===== src/rtl/synapse_scheduler_fifo.sv =====
// Serialises one latched neuron-state frame into per-neuron control/address tokens.
// Latency: frame accepted at E0, first token written at E1, visible after E1 (no fall-through).
// Backpressure: SCAN stalls while the output FIFO is full with no read; frame input ready only in IDLE.
module synapse_scheduler_fifo #(
  parameter int NA        = 4,
  parameter int NS        = 2,
  parameter int DEPTH     = 4,
  parameter int SKIP_ZERO = 1,
  localparam int AW = (NA > 1) ? $clog2(NA) : 1,
  localparam int TW = 2 + NS + AW,
  localparam int LW = $clog2(DEPTH) + 1
) (
  input  logic            iCLK,
  input  logic            iRST,
  input  logic            iValid_AS_State,
  output logic            oReady_AS_State,
  input  logic [NA*NS-1:0] iData_AS_State,
  output logic            oValid_BM_Ctrl_Addr,
  input  logic            iReady_BM_Ctrl_Addr,
  output logic [TW-1:0]   oData_BM_Ctrl_Addr,
  output logic [LW-1:0]   oLevel,
  output logic            oBusy
);

  localparam int PW = $clog2(DEPTH);

  typedef enum logic {ST_IDLE, ST_SCAN} state_e;

  state_e             state_q, state_d;
  logic               rdy_en_q;
  logic [NA*NS-1:0]   frame_q, frame_d;
  logic [NA-1:0]      mask_q, mask_d;
  logic               first_q, first_d;
  logic               null_q, null_d;
  logic [TW-1:0]      mem_q [DEPTH];
  logic [PW-1:0]      wr_ptr_q, rd_ptr_q;
  logic [LW-1:0]      level_q, level_d;

  logic               rd_en, wr_en, can_wr, last_tok;
  logic [TW-1:0]      wr_dat;
  logic [AW-1:0]      sel_idx;
  logic [NS-1:0]      sel_state;
  logic [NA-1:0]      mask_in;

  assign oValid_BM_Ctrl_Addr = (level_q != '0);
  assign oData_BM_Ctrl_Addr  = oValid_BM_Ctrl_Addr ? mem_q[rd_ptr_q] : '0;
  assign oLevel              = level_q;
  assign oBusy               = (state_q == ST_SCAN) || (level_q != '0);

  assign rd_en    = oValid_BM_Ctrl_Addr && iReady_BM_Ctrl_Addr;
  assign can_wr   = (level_q != LW'(DEPTH)) || rd_en;
  assign last_tok = ((mask_q & (mask_q - NA'(1))) == '0);

  // Pick the lowest active neuron and build the acceptance mask for an incoming frame.
  always_comb begin
    sel_idx   = '0;
    sel_state = '0;
    mask_in   = '0;
    for (int i = NA - 1; i >= 0; i--) begin
      if (mask_q[i]) begin
        sel_idx   = AW'(i);
        sel_state = frame_q[i*NS +: NS];
      end
    end
    for (int i = 0; i < NA; i++) begin
      mask_in[i] = (SKIP_ZERO != 0) ? (|iData_AS_State[i*NS +: NS]) : 1'b1;
    end
  end

  // Scheduler next-state: accept a frame in IDLE, emit one token per writable cycle in SCAN.
  always_comb begin
    state_d         = state_q;
    frame_d         = frame_q;
    mask_d          = mask_q;
    first_d         = first_q;
    null_d          = null_q;
    wr_en           = 1'b0;
    wr_dat          = '0;
    oReady_AS_State = 1'b0;
    case (state_q)
      ST_IDLE: begin
        oReady_AS_State = rdy_en_q;
        if (iValid_AS_State && rdy_en_q) begin
          frame_d = iData_AS_State;
          mask_d  = mask_in;
          null_d  = (mask_in == '0);
          first_d = 1'b1;
          state_d = ST_SCAN;
        end
      end
      ST_SCAN: begin
        if (can_wr) begin
          wr_en = 1'b1;
          if (null_q) begin
            wr_dat  = {1'b1, 1'b1, {(NS+AW){1'b0}}};
            null_d  = 1'b0;
            first_d = 1'b0;
            state_d = ST_IDLE;
          end else begin
            wr_dat  = {first_q, last_tok, sel_state, sel_idx};
            mask_d  = mask_q & ~(NA'(1) << sel_idx);
            first_d = 1'b0;
            if (last_tok) state_d = ST_IDLE;
          end
        end
      end
      default: state_d = ST_IDLE;
    endcase
  end

  // FIFO occupancy: a simultaneous read and write leaves the level unchanged.
  always_comb begin
    level_d = level_q;
    case ({wr_en, rd_en})
      2'b10:   level_d = level_q + LW'(1);
      2'b01:   level_d = level_q - LW'(1);
      default: level_d = level_q;
    endcase
  end

  // Control state, latched frame and FIFO pointers; everything is discarded on reset.
  always_ff @(posedge iCLK or negedge iRST) begin
    if (!iRST) begin
      state_q  <= ST_IDLE;
      rdy_en_q <= 1'b0;
      frame_q  <= '0;
      mask_q   <= '0;
      first_q  <= 1'b0;
      null_q   <= 1'b0;
      wr_ptr_q <= '0;
      rd_ptr_q <= '0;
      level_q  <= '0;
    end else begin
      state_q  <= state_d;
      rdy_en_q <= 1'b1;
      frame_q  <= frame_d;
      mask_q   <= mask_d;
      first_q  <= first_d;
      null_q   <= null_d;
      level_q  <= level_d;
      if (wr_en) wr_ptr_q <= wr_ptr_q + PW'(1);
      if (rd_en) rd_ptr_q <= rd_ptr_q + PW'(1);
    end
  end

  // Token storage; contents are only observable through a valid level, so no reset needed.
  always_ff @(posedge iCLK) begin
    if (wr_en) mem_q[wr_ptr_q] <= wr_dat;
  end

endmodule


===== config.mk =====
export PLATFORM = sky130hd
export DESIGN_NAME = synapse_scheduler_fifo
export DESIGN_NICKNAME = d
export VERILOG_FILES = /design/src/rtl/synapse_scheduler_fifo.sv
export SDC_FILE = /design/constraint.sdc
export NUM_CORES = 1
export LEC_CHECK = 0
export BUFFER_PORTS_ARGS = -buffer_cell sky130_fd_sc_hd__buf_4
export CAP_MARGIN = 10
export CORE_MARGIN = 2
export CORE_UTILIZATION = 55
export DETAILED_ROUTE_END_ITERATION = 16
export HOLD_SLACK_MARGIN = 0.02
export PLACE_DENSITY = 0.75
export SLEW_MARGIN = 20
export SYNTH_ARGS = -nofsm -noshare
export SYNTH_HDL_FRONTEND = slang
export SYNTH_SLANG_ARGS = --single-unit

===== constraint.sdc =====
create_clock -name iCLK -period 3.8 [get_ports iCLK]
set_clock_uncertainty 0.2 [all_clocks]
set_input_delay 0.76 -clock iCLK [delete_from_list [all_inputs] [get_ports iCLK]]
set_output_delay 0.76 -clock iCLK [all_outputs]
set_load 0.05 [all_outputs]

; Word-level counts from Yosys, hierarchy flattened
; Memories as Yosys holds them, arrays and structs flattened.
; Cells that the tools add are included.
[classes]
addsub = 5
n_eq_ne = 6
shifts = 1
n_mux = 32
bitwise = 4
reduce_logical = 15
[op_table]
columns = op, count
row1 = 6-bit 2-to-1 mux, 4
row2 = 2-bit 2-to-1 mux, 8
row3 = 1-bit 2-to-1 mux, 12
row4 = 4-bit 2-to-1 mux, 3
row5 = 4-bit bitwise AND, 2
row6 = 4-bit zero test, 2
row7 = 4-bit one-hot mux with 2 select lines, 1
row8 = 2-bit OR reduction, 4
row9 = 1-bit one-hot mux with 2 select lines, 3
row10 = 3-bit one-hot mux with 2 select lines, 1
row11 = 2-bit by 1-bit adder with 2-bit output (second input constant), 2
row12 = 2-bit != test (second input constant), 2
row13 = 4-bit inverter, 1
row14 = 2-bit AND reduction, 2
row15 = 1-bit by 2-bit left shift with 4-bit output (first input constant), 1
row16 = 4-bit by 1-bit subtractor with 4-bit output (second input constant), 1
row17 = 3-bit by 1-bit adder with 3-bit output (second input constant), 1
row18 = 3-bit != test (second input constant), 1
row19 = 3-bit AND reduction, 1
row20 = 3-bit nonzero test, 1
row21 = 3-bit by 1-bit subtractor with 3-bit output (second input constant), 1
row22 = 2-bit by 1-bit equality test with 1-bit output (second input constant), 1
row23 = 2-bit equality test (second input constant), 1
row24 = 1-bit logical AND, 2
row25 = other kinds (4), 5
[word_totals]
ff_bits = 23
ramBits = 24
input_bits = 12
output_inout_bits = 12
wordCells = 73
memories = 1
[memory_table]
columns = name, depth, width, rd, rd_ports_with_merged_regs, write_ports, line
row1 = mem_q, 4, 6, 1, 0, 1, 35  ; logic [TW-1:0] mem_q [DEPTH];

; Longest topological paths before layout
; Gate-level depths: netlist of run 1.
[logic_depth]
depth_word = 10
mapped_depth = 8
depth_no_buf = 6

; Least setup slack after synthesis of run 1
; Ideal clock, no wire load.
[synth_timing]
path_kind = register -> register
from = register level_q[0] (netlist: oLevel[0])
to = register level_q[1] (netlist: oLevel[1])
setup_ns = 0.132
t_arrival_ns = 2.743
required_ns = 3.468
slack_ns = 0.724
path_stages_with_launch = 9
path_buffers = 2
period_less_slack_ns = 3.076
path_cell_list = dfrtp_1 buf_2 or3_1 clkbuf_1 nand2_1 fa_1 a21bo_2 a211oi_1 o21ai_0
[synth_via]
elab_chain_len = 7
elab_cells_between_ends = 12
cone_classes = add/sub: 2 / eq/ne: 3 / mux: 3 / reduce/logical: 4
[synth_rtl]
columns = element, line
row1 = start: declaration, 37  ; logic [LW-1:0] level_q, level_d;
row2 = start signal: assignment, 140  ; level_q <= level_d;
row3 = 3-bit nonzero test *, 45  ; assign oValid_BM_Ctrl_Addr = (level_q != '0);
row4 = net oValid_BM_Ctrl_Addr, 18  ; output logic oValid_BM_Ctrl_Addr,
row5 = 1-bit logical AND *, 50  ; assign rd_en = oValid_BM_Ctrl_Addr && iReady_BM_Ctrl_Addr;
row6 = 1-bit logical OR, 51  ; assign can_wr = (level_q != LW'(DEPTH)) || rd_en;
row7 = 1-bit 2-to-1 mux, 92  ; if (can_wr) begin
row8 = 1-bit 2-to-1 mux, 80  ; case (state_q)
row9 = 2-bit by 1-bit equality test with 1-bit output / 2-bit equality test (equally long branches), 114  ; case ({wr_en, rd_en})
row10 = 3-bit one-hot mux with 2 select lines / 2-bit nonzero test (equally long branches), --
; The timed path passes the listed nets; every way through them passes the cells marked *.
; A chain may end at the register's enable or synchronous reset.

; Final worst setup path of run 1
[layout_timing]
from = register level_q[1] (netlist: oLevel[1])
to = output port oBusy
[layout_via]
elab_chain_len = 2
[layout_rtl]
columns = element, line
row1 = 3-bit nonzero test, 48  ; assign oBusy = (state_q == ST_SCAN) || (level_q != '0);
row2 = 1-bit logical OR, 48
row3 = end: declaration, 22  ; output logic oBusy
; Every way passes these cells.

==> results of run 1 <==
## final timing paths
kind | cells past startpoint | start | end
max | 3 | oLevel[1]$_DFFE_PN0P_ | oBusy
min | 1 | iRST | state_q$_DFF_PN0_
max reg2reg | 6 | state_q$_DFF_PN0_ | oLevel[1]$_DFFE_PN0P_
min reg2reg | 1 | frame_q[3]$_DFFE_PN0P_ | frame_q[3]$_DFFE_PN0P_
max in group asynchronous | 1 | iRST | wr_ptr_q[0]$_DFFE_PN0P_
min in group iCLK | 1 | frame_q[3]$_DFFE_PN0P_ | frame_q[3]$_DFFE_PN0P_
## sequential cells by signal, indices dropped and copies added (netlist names)
| signal | flops |
|---|---|
| state_q | 1 |
| mem_q | 24 |
| oLevel | 3 |
| frame_q | 8 |
| null_q | 1 |
| first_q | 1 |
| mask_q | 4 |
| wr_ptr_q | 2 |
| rd_ptr_q | 2 |
| rdy_en_q | 1 |
## per-layer routing
metal	GRT usage [%]	vias up	share of wire [%]
li1	-	683	-
met1	23.59	707	40
met2	35.58	48	53
met3	4.545	6	6.0
met4	9.559	0	1.3
met5	0	-	0
## cells in the final DEF, fill, tap and decap left out, types with 2 or more instances in the layout
cell and n:
a21oi_1 2, o21ai_0 6, nor2b_1 4, edfxtp_1 24, a221oi_1 3, and2_1 6
nand3b_1 2, nand2b_1 2, nand2_1 6, nor3b_1 2, mux4_2 6, nor2_1 11
or2_2 2, a31o_2 3, inv_1 6, ha_1 4, nor3_1 4, buf_4 23
dfrtp_1 23, nand3_1 4, and3_2 4, o211ai_1 4, o21ai_2 2, mux2_2 8
mux2i_1 3, xnor2_1 2, clkbuf_8 5
## kinds of logic after synthesis
kind of cell | after synthesis
AND/OR/NAND/NOR | 55
flip-flops | 47
AO/OA/AOI/OAI | 29
buffers and inverters | 21
multiplexers | 17
adder cells (fa/ha/maj) | 5
XOR/XNOR | 4
other | 1
## where the power goes
part	switching (mW)	internal [mW]
combinational	0.596	0.460
sequential	0.195	0.732
clock	0.165	0.196
## worst max-delay path, cell delays in order, from the launching register on
cell and delay (ns):
dfrtp_1 0.49, or3_1 0.56, or2_2 0.33, buf_4 0.19
## metrics by stage
stage	setup WS [ns]	utilization [%]	cell area (um^2)
6_report	0.9723	64.07	2581
5_1_grt	0.8469	64.07	2581
4_1_cts	0.9505	64.07	2581
3_5_place_dp	1.123	61.27	2469
3_3_place_gp	1.232	61.27	2469
2_1_floorplan	0.7242	-	2320
## final cells by class
class	count	area, um^2
inverter	6	22.52
fill	310	1448
clock buffer	5	68.82
multi-input combinational	111	914.6
clock inverter	3	43.79
sequential	47	1296
timing repair buffer	23	172.7
tap	50	62.56
==> flow_summary.toml, run 1 <==
[status]
status = "finished clean"

[synthesis]
synth_top_family_by_area = "simple AND/OR/NAND/NOR gates"
synth_top_area_share_pct = 31.07
synth_flop_cell = "edfxtp_1"
synthTopCellsByCount = "edfxtp_1 (24), dfrtp_1 (23), nor2_1 (11), mux2_2 (8)"
synth_nets = 196
synth_top_area_cell = "edfxtp_1"
yosys.area_share.simple_pct = 13.97
synth-warning-count = 0
synth_adder_area_share_pct = 3.020
yosysUniqueCellTypes = 51
async_flop_share_pct = 48.94
yosysMostFrequentCell = "edfxtp_1"
yosys-top-cells-area = "edfxtp_1 (31%), dfrtp_1 (25%), mux4_2 (5.8%), mux2_2 (3.9%), ha_1 (2.2%)"
syn_avg_cell_area_um2 = 12.96
synth_edf_count = 24
ys_seq_area_share_pct = 55.88
synth_area_um2 = 2320
muxShareOfSynthArea_pct = 11.00
ys_seq_elements = 47
synth_compound_area_share_pct = 9.439
postSynthCellCount = 179
synth-xor-area-share_pct = 1.834

[worst_setup_path]
end_kind = "output port"
cp-start-kind = "flop"
reg2reg_slack_ns = 1.30
critPathRequiredTime_ns = 2.84
critPathKind = "reg -> out"
arrival_ns = 1.87
path_max_fanout = 11

[timing]
rsz0062_at_grt = "no"
setup_tns_ns = 0
worst_slew_pin_slew_ns = 0.8507
relSlewSlack_pct = 43.11
finalSetupViolations = 0
drv_slew = 0
max_freq_mhz = 353.6
fin_crit_ns = 2.828
hold_viol_final = 0
whs_ns = 0.1380
finalCritPeriodShare_pct = 74.41

[clock_tree]
cts-root-buf = "clkbuf_8"
h-tree-depth = 2
cts_tree = "yes"
cts_max_path_buffers = 2
path_clk_slew_ns = 0.08
post-cts-setup-buffers = 0
cts_buffers = 5
post_cts_resized = 0
clk_latency_ns = 0.30
postCtsHoldBufs = 0
clock-sinks = 47

[power]
power_density_nw_per_um2 = 907.9
power_mw = 2.344
ir_worst_vdd_mv = 0.4243
leakage_nw = 1.025

[final_layout]
synthToLayoutAreaGrowth_pct = 11.27
antennaDiodeCount = 0
instances_no_fill = 245
drive_gt1_share_pct = 32.31
final_nets = 211

[routing]
ant_nets = 0
vias_per_cell = 5.894
wl_mm = 3.977
drt_iter0_drc = 60
drt-wirelength-per-cell_um = 16.23
firstDrtPassIters = 4
vias = 1444
drc = 0

[die]
ios = 24
die_height_um = 68.95
die_area_um2 = 4753
initial_core_util_pct = 57.58
rows = 23
coreArea_um2 = 4029
die_w_um = 68.95

[place]
port_buffers = 23
gp_congestion = 0.8437
dp_hpwl_mm = 2.848
numPlacedInstances = 237

[global_route]
grt_pass1_vias = 1427
overflow = 0
grt_pass1_wl_mm = 6.699
grt_max_degree = 28
antenna_found_initial = 0
grtUsageTotal_pct = 20.31

[run]
drv_cap = 0

[hold_path]
hold_path_class = "in -> async"
(Power assumes the default switching activity.)
==> run 2: changes to the inputs <==
CORE_UTILIZATION = 52   (was 55)
clock period = 2.3 ns   (was 3.8 ns; I/O delays follow)
==> flow_summary.toml, run 2 (synthesized netlist as in run 1, its figures left out) <==
[status]
status = "finished clean"

[die]
rows = 24
die_w_um = 70.79
ios = 24
die_height_um = 70.79
coreArea_um2 = 4324
die_area_um2 = 5011
initial_core_util_pct = 53.65

[timing]
worst_slew_pin_slew_ns = 0.5583
drv_slew = 0
rsz0062_at_grt = "yes"
finalCritPeriodShare_pct = 98.85
max_freq_mhz = 439.8
relSlewSlack_pct = 62.49
fin_crit_ns = 2.274
hold_viol_final = 0
setup_tns_ns = 0
finalSetupViolations = 0

[clock_tree]
path_clk_slew_ns = 0.08
cts_max_path_buffers = 2
cts-root-buf = "clkbuf_8"
h-tree-depth = 2
cts_buffers = 5
clock-sinks = 47
clk_latency_ns = 0.30
cts_tree = "yes"

[routing]
firstDrtPassIters = 4
drt_iter0_drc = 97
drc = 0
vias_per_cell = 5.656
vias = 1482
ant_nets = 0
wl_mm = 4.181
drt-wirelength-per-cell_um = 15.96

[power]
clkPwrFrac_pct = 11.8
pwr-share-comb_pct = 54.9
power_density_nw_per_um2 = 1508
switching_share_pct = 39.94
leakage_nw = 1.119
ir_worst_vdd_mv = 0.6040
power.internal_mw = 2.513
switchingPower_mw = 1.671
p_seq_share_pct = 33.3

[final_layout]
register_area_um2 = 1300
layout_commonest_cell = "buf_4"
fill_cells = 337
reg_top3 = "mem_q: 24 flops, frame_q: 8 flops, mask_q: 4 flops"
multi_input_area_um2 = 944.7
design_area_um2 = 2774
largest_reg_flops = 24
synthToLayoutAreaGrowth_pct = 19.58
final_cell_mix = "buf_4 (28), edfxtp_1 (24), dfrtp_1 (20), nor2_1 (11), mux2_2 (8)"
drive_gt1_share_pct = 41.90
final_nets = 226
top_register = "mem_q"
antennaDiodeCount = 0

[worst_setup_path]
critPathRequiredTime_ns = 1.64
arrival_ns = 1.61
cp-start-kind = "flop"
end_kind = "output port"
critPathKind = "reg -> out"
path_max_fanout = 7

[place]
place_area_um2 = 2570
port_buffers = 23
gp_congestion = 0.8464
dp_hpwl_mm = 3.003

[global_route]
grt_max_degree = 26
grtUsageTotal_pct = 18.80
overflow = 0
grt_pass1_wl_mm = 7.100
grt_pass1_vias = 1490
antenna_found_initial = 0

[hold_path]
hold_path_class = "in -> reg"

[run]
drv_cap = 0
run 2: cell types whose count changed in the layout (fill, tap and decap cells not counted), moves of 2 or more:
cell	before	now
and2_1	6	0
and2_4	1	7
buf_4	23	28
buf_6	0	2
buf_8	0	6
dfrtp_1	23	20
dfrtp_2	0	3
run 2: final timing paths:
check,cells after the start,end,start,slack (ns)
max,4,oData_BM_Ctrl_Addr[4],rd_ptr_q[0]$_DFFE_PN0N_,0.03
max in group asynchronous,2,oLevel[0]$_DFFE_PN0P_,iRST,1.26
max reg2reg,7,oLevel[1]$_DFFE_PN0P_,oLevel[1]$_DFFE_PN0P_,0.11
min reg2reg,1,frame_q[2]$_DFFE_PN0P_,frame_q[2]$_DFFE_PN0P_,0.31
min in group asynchronous,2,oLevel[2]$_DFFE_PN0P_,iRST,0.38
min,2,frame_q[0]$_DFFE_PN0P_,iData_AS_State[0],0.20
run 2: area by class of cell:
cell class	instances	share of cell area (%)
flip-flops and latches	47	46.87
multi-input cells	111	34.06
repair buffers	38	12.72
clock buffers	5	2.481
well taps	52	2.346
inverters	6	0.8119
clock inverters	3	0.7217
run 2: what timing repair did:
action | 4_1_cts | 5_1_grt
hold buffers | 1 | 0
gates resized for setup | 11 | 10
setup endpoints to repair | 7 | 8
buffers inserted | 3 | 0
endpoints found under the hold margin | 23 | 0
pin swaps | 1 | 7
run 2: metal layers:
metal / global-route usage (%) / wire length, um / vias to the layer above
li1: - / - / 715
met1: 22.22 / 1756 / 733
met2: 33.54 / 2203 / 29
met3: 4.701 / 154 / 5
met4: 6.289 / 68 / 0
met5: 0 / 0 / -
run 2: stage by stage:
step | power (mW) | hold slack [ns] | cells | setup WS [ns] | util [%]
after floorplan | 3.004 | -0.03559 | 179 | -0.1073 | -
after global placement | 3.363 | 0.1691 | 250 | 0.06031 | 59.43
after detailed placement | 3.453 | 0.1743 | 250 | 0.02925 | 59.43
after CTS | 4.110 | 0.1926 | 262 | -0.01288 | 63.37
after global routing | 4.451 | 0.1973 | 262 | -0.04215 | 64.15
final | 4.183 | 0.1988 | 262 | 0.02637 | 64.15
run 2: power by group through the flow:
stage                     clock network [mW]  logic (mW)  registers (mW)
after detailed placement                   0        2.04            1.41
after global placement                     0        1.97            1.39
after global routing                   0.536        2.48            1.43
after floorplan                            0        1.58            1.42
final                                  0.492        2.30            1.39
after CTS                              0.502        2.21            1.40
run 2: critical path: stages (launching register included):
cell and delay [ns]:
dfrtp_1 0.35, buf_6 0.15, mux4_2 0.52, and2_4 0.16, buf_8 0.14
